`config.mk`:
```
export PLATFORM = sky130hd
export DESIGN_NAME = instr_loader
export DESIGN_NICKNAME = d
export VERILOG_FILES = /design/src/rtl/instr_loader_pkg.sv /design/src/rtl/btn_debounce.sv /design/src/rtl/instr_loader.sv
export SDC_FILE = /design/constraint.sdc
export NUM_CORES = 1
export LEC_CHECK = 0
export CORE_UTILIZATION = 55
export CTS_CLUSTER_DIAMETER = 120
export DETAILED_ROUTE_END_ITERATION = 10
export PLACE_DENSITY = 0.91
export SETUP_SLACK_MARGIN = 0.2
export SLEW_MARGIN = 10
export SYNTH_ARGS = -nofsm -noshare
export SYNTH_HDL_FRONTEND = slang
export SYNTH_SLANG_ARGS = --single-unit
```
`constraint.sdc`:
```
create_clock -name clk -period 2.1 [get_ports clk]
set_input_delay 0.42 -clock clk [delete_from_list [all_inputs] [get_ports clk]]
set_output_delay 0.42 -clock clk [all_outputs]
set_load 0.01 [all_outputs]
```
`src/rtl/instr_loader_pkg.sv`:
```
// Shared types and field widths for the serial instruction loader.
package instr_loader_pkg;

  typedef enum logic [1:0] {
    LOAD,
    HOLD,
    ISSUE
  } state_e;

  localparam int OPC_W  = 4;
  localparam int OPND_W = 12;
  localparam int CNT_W  = 5;

endpackage

```
`src/rtl/btn_debounce.sv`:
```
// Button synchronizer, debouncer and rising-edge pulse generator.
module btn_debounce #(
  parameter int DB_CYCLES = 8
) (
  input  logic clk,
  input  logic rst,
  input  logic i_btn,
  output logic o_level,
  output logic o_edge
);

  localparam int CW = $clog2(DB_CYCLES + 1);
  localparam logic [CW-1:0] LAST = CW'(DB_CYCLES - 1);

  logic [1:0]    r_sync;
  logic          r_level;
  logic          r_edge;
  logic [CW-1:0] r_cnt;
  logic          w_flip;

  // Level flips on the DB_CYCLES-th consecutive mismatching cycle.
  assign w_flip = (r_sync[1] != r_level) && (r_cnt == LAST);

  always_ff @(posedge clk) begin
    if (rst) begin
      r_sync  <= '0;
      r_level <= 1'b0;
      r_edge  <= 1'b0;
      r_cnt   <= '0;
    end else begin
      r_sync <= {r_sync[0], i_btn};
      r_edge <= w_flip & r_sync[1];
      if (r_sync[1] == r_level) begin
        r_cnt <= '0;
      end else if (w_flip) begin
        r_level <= r_sync[1];
        r_cnt   <= '0;
      end else begin
        r_cnt <= r_cnt + 1'b1;
      end
    end
  end

  assign o_level = r_level;
  assign o_edge  = r_edge;

endmodule

```
`src/rtl/instr_loader.sv`:
```
// Shifts a serial instruction word in on debounced strobes and issues it.
module instr_loader
  import instr_loader_pkg::*;
#(
  parameter int IW        = 16,
  parameter int DB_CYCLES = 8
) (
  input  logic              clk,
  input  logic              rst,
  input  logic              btn_raw,
  input  logic              data_in,
  input  logic              cpu_ready,
  output logic [OPC_W-1:0]  opcode,
  output logic [OPND_W-1:0] instr,
  output logic              inst_done,
  output logic              btn_edge,
  output logic [CNT_W-1:0]  bit_cnt,
  output logic              overrun
);

  localparam logic [CNT_W-1:0] LAST_BIT = CNT_W'(IW - 1);

  state_e             r_state;
  state_e             w_next;
  logic [1:0]         r_dsync;
  logic [IW-1:0]      r_shift;
  logic [CNT_W-1:0]   r_cnt;
  logic [OPC_W-1:0]   r_opc;
  logic [OPND_W-1:0]  r_opnd;
  logic               r_ovr;
  logic               w_edge;
  logic               w_level;
  logic               w_shift;
  logic               w_load;
  logic               w_done;

  btn_debounce #(
    .DB_CYCLES(DB_CYCLES)
  ) u_db (
    .clk    (clk),
    .rst    (rst),
    .i_btn  (btn_raw),
    .o_level(w_level),
    .o_edge (w_edge)
  );

  always_ff @(posedge clk) begin
    if (rst) r_state <= LOAD;
    else     r_state <= w_next;
  end

  always_comb begin
    w_next  = r_state;
    w_shift = 1'b0;
    w_load  = 1'b0;
    w_done  = 1'b0;
    unique case (r_state)
      LOAD: begin
        if (w_edge) begin
          w_shift = 1'b1;
          if (r_cnt == LAST_BIT) w_next = HOLD;
        end
      end
      HOLD: begin
        if (cpu_ready) begin
          w_load = 1'b1;
          w_next = ISSUE;
        end
      end
      ISSUE: begin
        w_done = 1'b1;
        w_next = LOAD;
      end
      default: w_next = LOAD;
    endcase
  end

  always_ff @(posedge clk) begin
    if (rst) begin
      r_dsync <= '0;
      r_shift <= '0;
      r_cnt   <= '0;
      r_opc   <= '0;
      r_opnd  <= '0;
      r_ovr   <= 1'b0;
    end else begin
      r_dsync <= {r_dsync[0], data_in};
      if (w_shift) begin
        r_shift <= {r_shift[IW-2:0], r_dsync[1]};
        r_cnt   <= r_cnt + 1'b1;
      end
      if (w_load) begin
        r_opc  <= r_shift[IW-1 -: OPC_W];
        r_opnd <= r_shift[OPND_W-1:0];
      end
      if (w_done) r_cnt <= '0;
      // Strobes while a full word waits are dropped but remembered.
      if (w_edge && (r_state != LOAD)) r_ovr <= 1'b1;
    end
  end

  assign opcode    = r_opc;
  assign instr     = r_opnd;
  assign inst_done = w_done;
  assign btn_edge  = w_edge;
  assign bit_cnt   = r_cnt;
  assign overrun   = r_ovr;

  logic w_unused;
  assign w_unused = w_level;

endmodule

```
==> results of run 1 <==
stage by stage:
| step | hold slack [ns] | worst slack, ns | util (%) | total power (uW) | instance area, um2 |
|---|---|---|---|---|---|
| 2_1_floorplan | 0.414 | 0.721 | - | 992 | 1790 |
| 3_3_place_gp | 0.416 | 0.467 | 69.0 | 1000 | 2120 |
| 3_5_place_dp | 0.436 | 0.443 | 69.0 | 1000 | 2120 |
| 4_1_cts | 0.454 | 0.346 | 71.2 | 1410 | 2190 |
| 5_1_grt | 0.472 | 0.297 | 71.2 | 1440 | 2190 |
| 6_report | 0.448 | 0.353 | 71.2 | 1400 | 2190 |
cells in the final DEF, fill, tap and decap left out, types with 2 or more instances in the layout:
cell / netlist / routed
clkbuf_4: 0 / 5
clkdlybuf4s50_1: 0 / 27
dfxtp_4: 0 / 2
a21oi_1: 36 / 36
nor2_1: 7 / 7
dfxtp_1: 50 / 48
nand3b_1: 3 / 3
nand3_1: 2 / 2
and3b_1: 2 / 2
o21ai_0: 2 / 2
nand2_1: 67 / 67
nor2b_1: 4 / 4
and3_1: 2 / 2
inv_1: 6 / 6
buf_4: 0 / 7
ha_1: 3 / 3
xor2_1: 3 / 3
cell families after synthesis:
kind of cell | Yosys count | share of synthesized area [%]
mux | 2 | 1.19
simple gates | 94 | 23.2
buf+inv | 18 | 4.39
xor+xnor | 4 | 1.95
flops | 50 | 55.8
compound gates | 40 | 11.4
fa+ha+maj | 3 | 2.09
flip-flops by register name, summed over array words and instances (netlist names):
name,cells
r_dsync,2
r_shift,16
u_db.r_cnt,4
u_db.r_sync,2
u_db.o_edge,1
opcode,4
bit_cnt,5
r_state,2
u_db.o_level,1
instr,12
overrun,1
synthesized netlist by cell type, types with 2 or more instances:
| cell type | count | area (um2) |
|---|---|---|
| nor2_1 | 7 | 26.3 |
| o21ai_0 | 2 | 10.0 |
| clkbuf_1 | 8 | 30.0 |
| xor2_1 | 3 | 26.3 |
| buf_2 | 3 | 15.0 |
| ha_1 | 3 | 37.5 |
| and3_1 | 2 | 12.5 |
| dfxtp_1 | 50 | 1000 |
| nand3b_1 | 3 | 22.5 |
| nand3_1 | 2 | 10.0 |
| a21oi_1 | 36 | 180 |
| nand2_1 | 67 | 251 |
| inv_1 | 6 | 22.5 |
| nor2b_1 | 4 | 25.0 |
| and3b_1 | 2 | 17.5 |
final cells by class:
type | count | area [um2] | share of cell area (%)
inverters | 6 | 22.5 | 1.03
multi-input cells | 143 | 719 | 32.8
well taps | 44 | 55.1 | 2.51
flip-flops and latches | 50 | 1010 | 46.0
clock inverters | 2 | 13.8 | 0.628
clock buffers | 6 | 41.3 | 1.88
repair buffers | 35 | 332 | 15.1
power by group through the flow:
stage / Sequential (uW) / Clock [uW] / Combinational, uW
floorplan: 975 / 0 / 16.9
global placement: 975 / 0 / 29.1
detailed placement: 975 / 0 / 29.5
CTS: 952 / 426 / 29.5
global route: 952 / 460 / 32.5
finish: 952 / 417 / 30.0
path summary, 6_finish.rpt:
path	startpoint	endpoint	slack [ns]	cells past startpoint
max	u_db.o_edge	btn_edge	0.35	1
max reg2reg	r_state[1]	r_shift[3]	0.54	5
min reg2reg	r_dsync[1]	r_shift[0]	0.45	2
min	r_dsync[1]	r_shift[0]	0.45	2
layer usage:
metal | vias to the layer above | global-route usage [%] | wire, um
li1 | 743 | - | -
met5 | - | 0 | 0
met3 | 8 | 6.11 | 139
met1 | 661 | 25.6 | 1440
met2 | 38 | 36.5 | 1600
met4 | 0 | 9.52 | 63
repair_timing:
action	CTS	global route
resized for setup	5	0
setup buffers	1	0
endpoints found under the setup margin	1	0
==> results.yml, run 1 <==
synth:
  ys_seq_elements: 50
  ys_warn_count: 0
  synth_edf_count: 0
  netlist_area_mm2: 0.00179
  syn_inst: 211
  postSynthAreaPerCell_um2: 8.50
  ys_seq_area_share_pct: 55.8
  ys.flop_type: "dfxtp_1"
  syn-num-nets: 219
  ys_async_sr_fraction_pct: 0
  synth.distinct_cells: 28
global_route:
  overflow: 0
  first_global_vias: 1286
  antenna_found_initial: 0
  grt_max_degree: 28
  grt_pass1_wl_mm: 5.54
  grt.total_usage_pct: 21.6
finish:
  syn2layout_area_growth_pct: 22.2
  drive_above_1_share_pct: 7.44
  fin_cells: 286
  nets: 249
  num-fill-cells: 245
  n_antenna_cell: 0
route:
  via_per_inst: 5.07
  wl_per_cell_um: 11.3
  drcViolationCount: 0
  firstDrtPassIters: 7
  drt_wl_total_mm: 3.24
  num_vias: 1450
  drt_iter0_drc: 43
  ant_nets: 0
clock_tree:
  clk_path_buf_depth: 2
  path_clk_slew_ns: 0.14
  cts_buffers: 5
  cts_tree: "yes"
  cts.sinks: 50
  htreeDepth: 2
  clock_latency_ns: 0.36
  hold_buffers: 0
  cts-root-buf: "clkbuf_4"
die:
  rows: 20
  die_h_um: 59.1
  die_w_um: 59.1
  initial_core_util_pct: 58.3
  core-area_mm2: 0.00308
  die_area_mm2: 0.00349
  io_pins: 29
placed_design:
  dp_hpwl_mm: 2.20
  io_buffers: 28
  gp_congestion: 0.739
  dp_cells: 277
sta:
  worst_pin_slew_ns: 0.500
  finalSetupTns_ns: 0
  fin_skew_ns: 0.00976
  drv_slew: 0
  hold_viol: 0
  maxSlewHeadroom_pct: 66.5
  rsz0062_at_grt: "no"
  setup_viol: 0
  min_period_ns: 1.75
  min_period_over_period_pct: 83.2
  fmax_mhz: 572
worst_setup_path:
  cpMaxStageDelayCell: "clkdlybuf4s50_1"
  critPathBufInv: 1
  setup.worst_path.end_class: "primary output"
  path_cells: "clkdlybuf4s50_1"
  critical-path-max-stage-delay_ns: 0.56
  crit_type: "reg2out"
  crit_family: "buffers and inverters"
  crit_fanout: 5
  startpoint_type: "register"
  cp.arrival_ns: 1.33
  required_ns: 1.68
pwr:
  leakage_uw: 0.000783
  power_frac_clock_pct: 29.8
  powerDensity_mw_per_mm2: 638
  power_frac_seq_pct: 68.0
  comb_power_share_pct: 2.1
  ir_drop_mv: 0.493
  p_sw_share_pct: 21.7
  intPower_uw: 1090
  p_sw_uw: 304
status:
  outcome: "completed"
run:
  maxCapViolCount: 0
worst_hold_path:
  hp-class: "reg2reg"
Note: power is estimated with default switching activity, not from simulation.
==> run 2, diff against run 1 <==
CORE_UTILIZATION = 51   (was 55)
PLACE_DENSITY = 0.86   (was 0.91)
clock period = 1.65 ns   (was 2.1 ns; I/O delays follow)
==> run 2 against run 1 <==
Compared with the run above:
- sequential cell count is the same
- non-clock buffer count grew 3
- sequential share of layout area shrank 1.2 points
- combinational power grew 27%
- global-route usage shrank 1.7 points
- clock skew grew 0.0042 ns
- clock-buffer cell count shrank 1
- total power grew 40%
- sequential power grew 27%
- wire length grew 3.8%
- cell count grew 1.7%
- register-to-register slack lost 0.33 ns
- critical endpoint is now bit_cnt[2]
- largest cell class unchanged
==> results.yml, run 2 (synthesis gave the netlist of run 1 again) <==
status:
  outcome: "completed"
clock_tree:
  cts_tree: "yes"
  clock_latency_ns: 0.37
  hold_buffers: 0
  clk_path_buf_depth: 2
  cts.sinks: 50
  htreeDepth: 2
  cts_buffers: 5
  cts-root-buf: "clkbuf_4"
  path_clk_slew_ns: 0.15
pwr:
  leakage_uw: 0.000933
  powerDensity_mw_per_mm2: 871
  ir_drop_mv: 0.732
worst_setup_path:
  setup.worst_path.end_class: "register"
  path_cells: "buf_4 -> or3b_4 -> buf_6 -> o21ai_2 -> a21oi_2"
  critical-path-max-stage-delay_ns: 0.42
  crit_family: "simple AND/OR/NAND/NOR gates"
  cp.depth: 5
  crit_type: "reg2reg"
  cpMaxStageDelayCell: "or3b_4"
  rr_startpoint: "r_state[1]"
  crit_path_start: "r_state[1]"
  reg2regPathDepth: 5
  critPathBufInv: 2
  startpoint_type: "register"
  cp.arrival_ns: 1.69
  required_ns: 1.90
  crit_fanout: 17
  ff2ff_setup_slack_ns: 0.21
placed_design:
  dp_hpwl_mm: 2.15
  gp_congestion: 0.723
  io_buffers: 28
sta:
  fmax_mhz: 695
  drv_slew: 0
  hold_viol: 0
  setup_viol: 0
  finalSetupTns_ns: 0
  rsz0062_at_grt: "yes"
  fin_skew_ns: 0.0140
  min_period_ns: 1.44
  min_period_over_period_pct: 87.2
  worst_pin_slew_ns: 0.322
  maxSlewHeadroom_pct: 78.6
finish:
  n_antenna_cell: 0
  utilization_pct: 66.8
  syn2layout_area_growth_pct: 25.2
  drive_above_1_share_pct: 12.7
  nets: 252
  regMostFlops: "r_shift"
  layout.cells.most_common: "nand2_1"
  final_cell_mix: "nand2_1 (67), dfxtp_1 (45), a21oi_1 (35)"
  largest_register_ff_count: 16
run:
  maxCapViolCount: 0
global_route:
  grt_pass1_wl_mm: 5.44
  first_global_vias: 1232
  overflow: 0
  grt_max_degree: 35
  grt.total_usage_pct: 19.9
  antenna_found_initial: 0
die:
  initial_core_util_pct: 53.3
  rows: 21
  die_w_um: 61.3
  io_pins: 29
  core-area_mm2: 0.00336
  die_area_mm2: 0.00376
  die_h_um: 61.3
route:
  wl_per_cell_um: 11.6
  via_per_inst: 4.90
  drcViolationCount: 0
  drt_iter0_drc: 41
  ant_nets: 0
  firstDrtPassIters: 4
  drt_wl_total_mm: 3.37
  num_vias: 1426
worst_hold_path:
  worstHoldStart: "r_dsync[1]"
  hold_depth: 2
  hp-class: "reg2reg"
==> run 2: cell types whose count changed in the layout (fill, tap and decap cells not counted), moves of 2 or more <==
cell             before  now
clkdlybuf4s50_1      27    4
dlygate4sd2_1         1   23
dfxtp_2               0    5
dfxtp_1              48   45
dfxtp_4               2    0
==> run 2: path summary, 6_finish.rpt <==
| kind | to |
|---|---|
| hold reg to reg | r_shift[0] |
| hold / removal | r_shift[0] |
| setup / recovery | bit_cnt[2] |
| setup reg to reg | bit_cnt[2] |
==> run 2: area by class of cell <==
cell class | instances | area, um2
fillers | 303 | 1120
clock buffers | 5 | 37.5
well taps | 46 | 57.6
repair buffers | 38 | 338
multi-input cells | 143 | 739
clock inverters | 3 | 43.8
flip-flops and latches | 50 | 1010
inverters | 6 | 22.5
==> run 2: through the flow <==
stage | hold slack (ns) | total power [uW] | setup slack [ns] | cells | cell area (um2)
2_1_floorplan | 0.414 | 1260 | 0.271 | 211 | 1790
3_5_place_dp | 0.429 | 1280 | 0.167 | 282 | 2160
3_3_place_gp | 0.417 | 1280 | 0.183 | 282 | 2160
6_report | 0.438 | 1960 | 0.211 | 291 | 2250
4_1_cts | 0.440 | 1970 | 0.0239 | 290 | 2220
5_1_grt | 0.439 | 2040 | 0.134 | 291 | 2250
==> run 2: power by group <==
part           total, uW  switching (uW)  internal [uW]
Clock                703             381            322
Sequential          1210            2.18           1210
Combinational       38.2            21.9           16.3
==> run 2: routing by layer <==
metal	part of all wire (%)	wire [um]	track usage, %
met1	44	1470	25.0
met2	52	1740	32.5
met3	3.1	104	4.41
met4	1.4	46	9.74
met5	0	0	0
==> run 2: what timing repair did <==
action | CTS | global route
resized for setup | 29 | 10
cloned | 0 | 0
pin swaps | 1 | 0
endpoints found under the setup margin | 26 | 3
buffers inserted | 0 | 1
==> run 2: worst register-to-register path, cell delays in order, from the launching register on <==
cell	delay [ns]
dfxtp_2	0.34
buf_4	0.15
or3b_4	0.42
buf_6	0.17
o21ai_2	0.18
a21oi_2	0.08
==> run 3, diff against run 2 <==
CAP_MARGIN = 25   (was not set)
==> results of run 3 <==
Same layout as run 2: the final DEF is identical, and so are final timing and power.
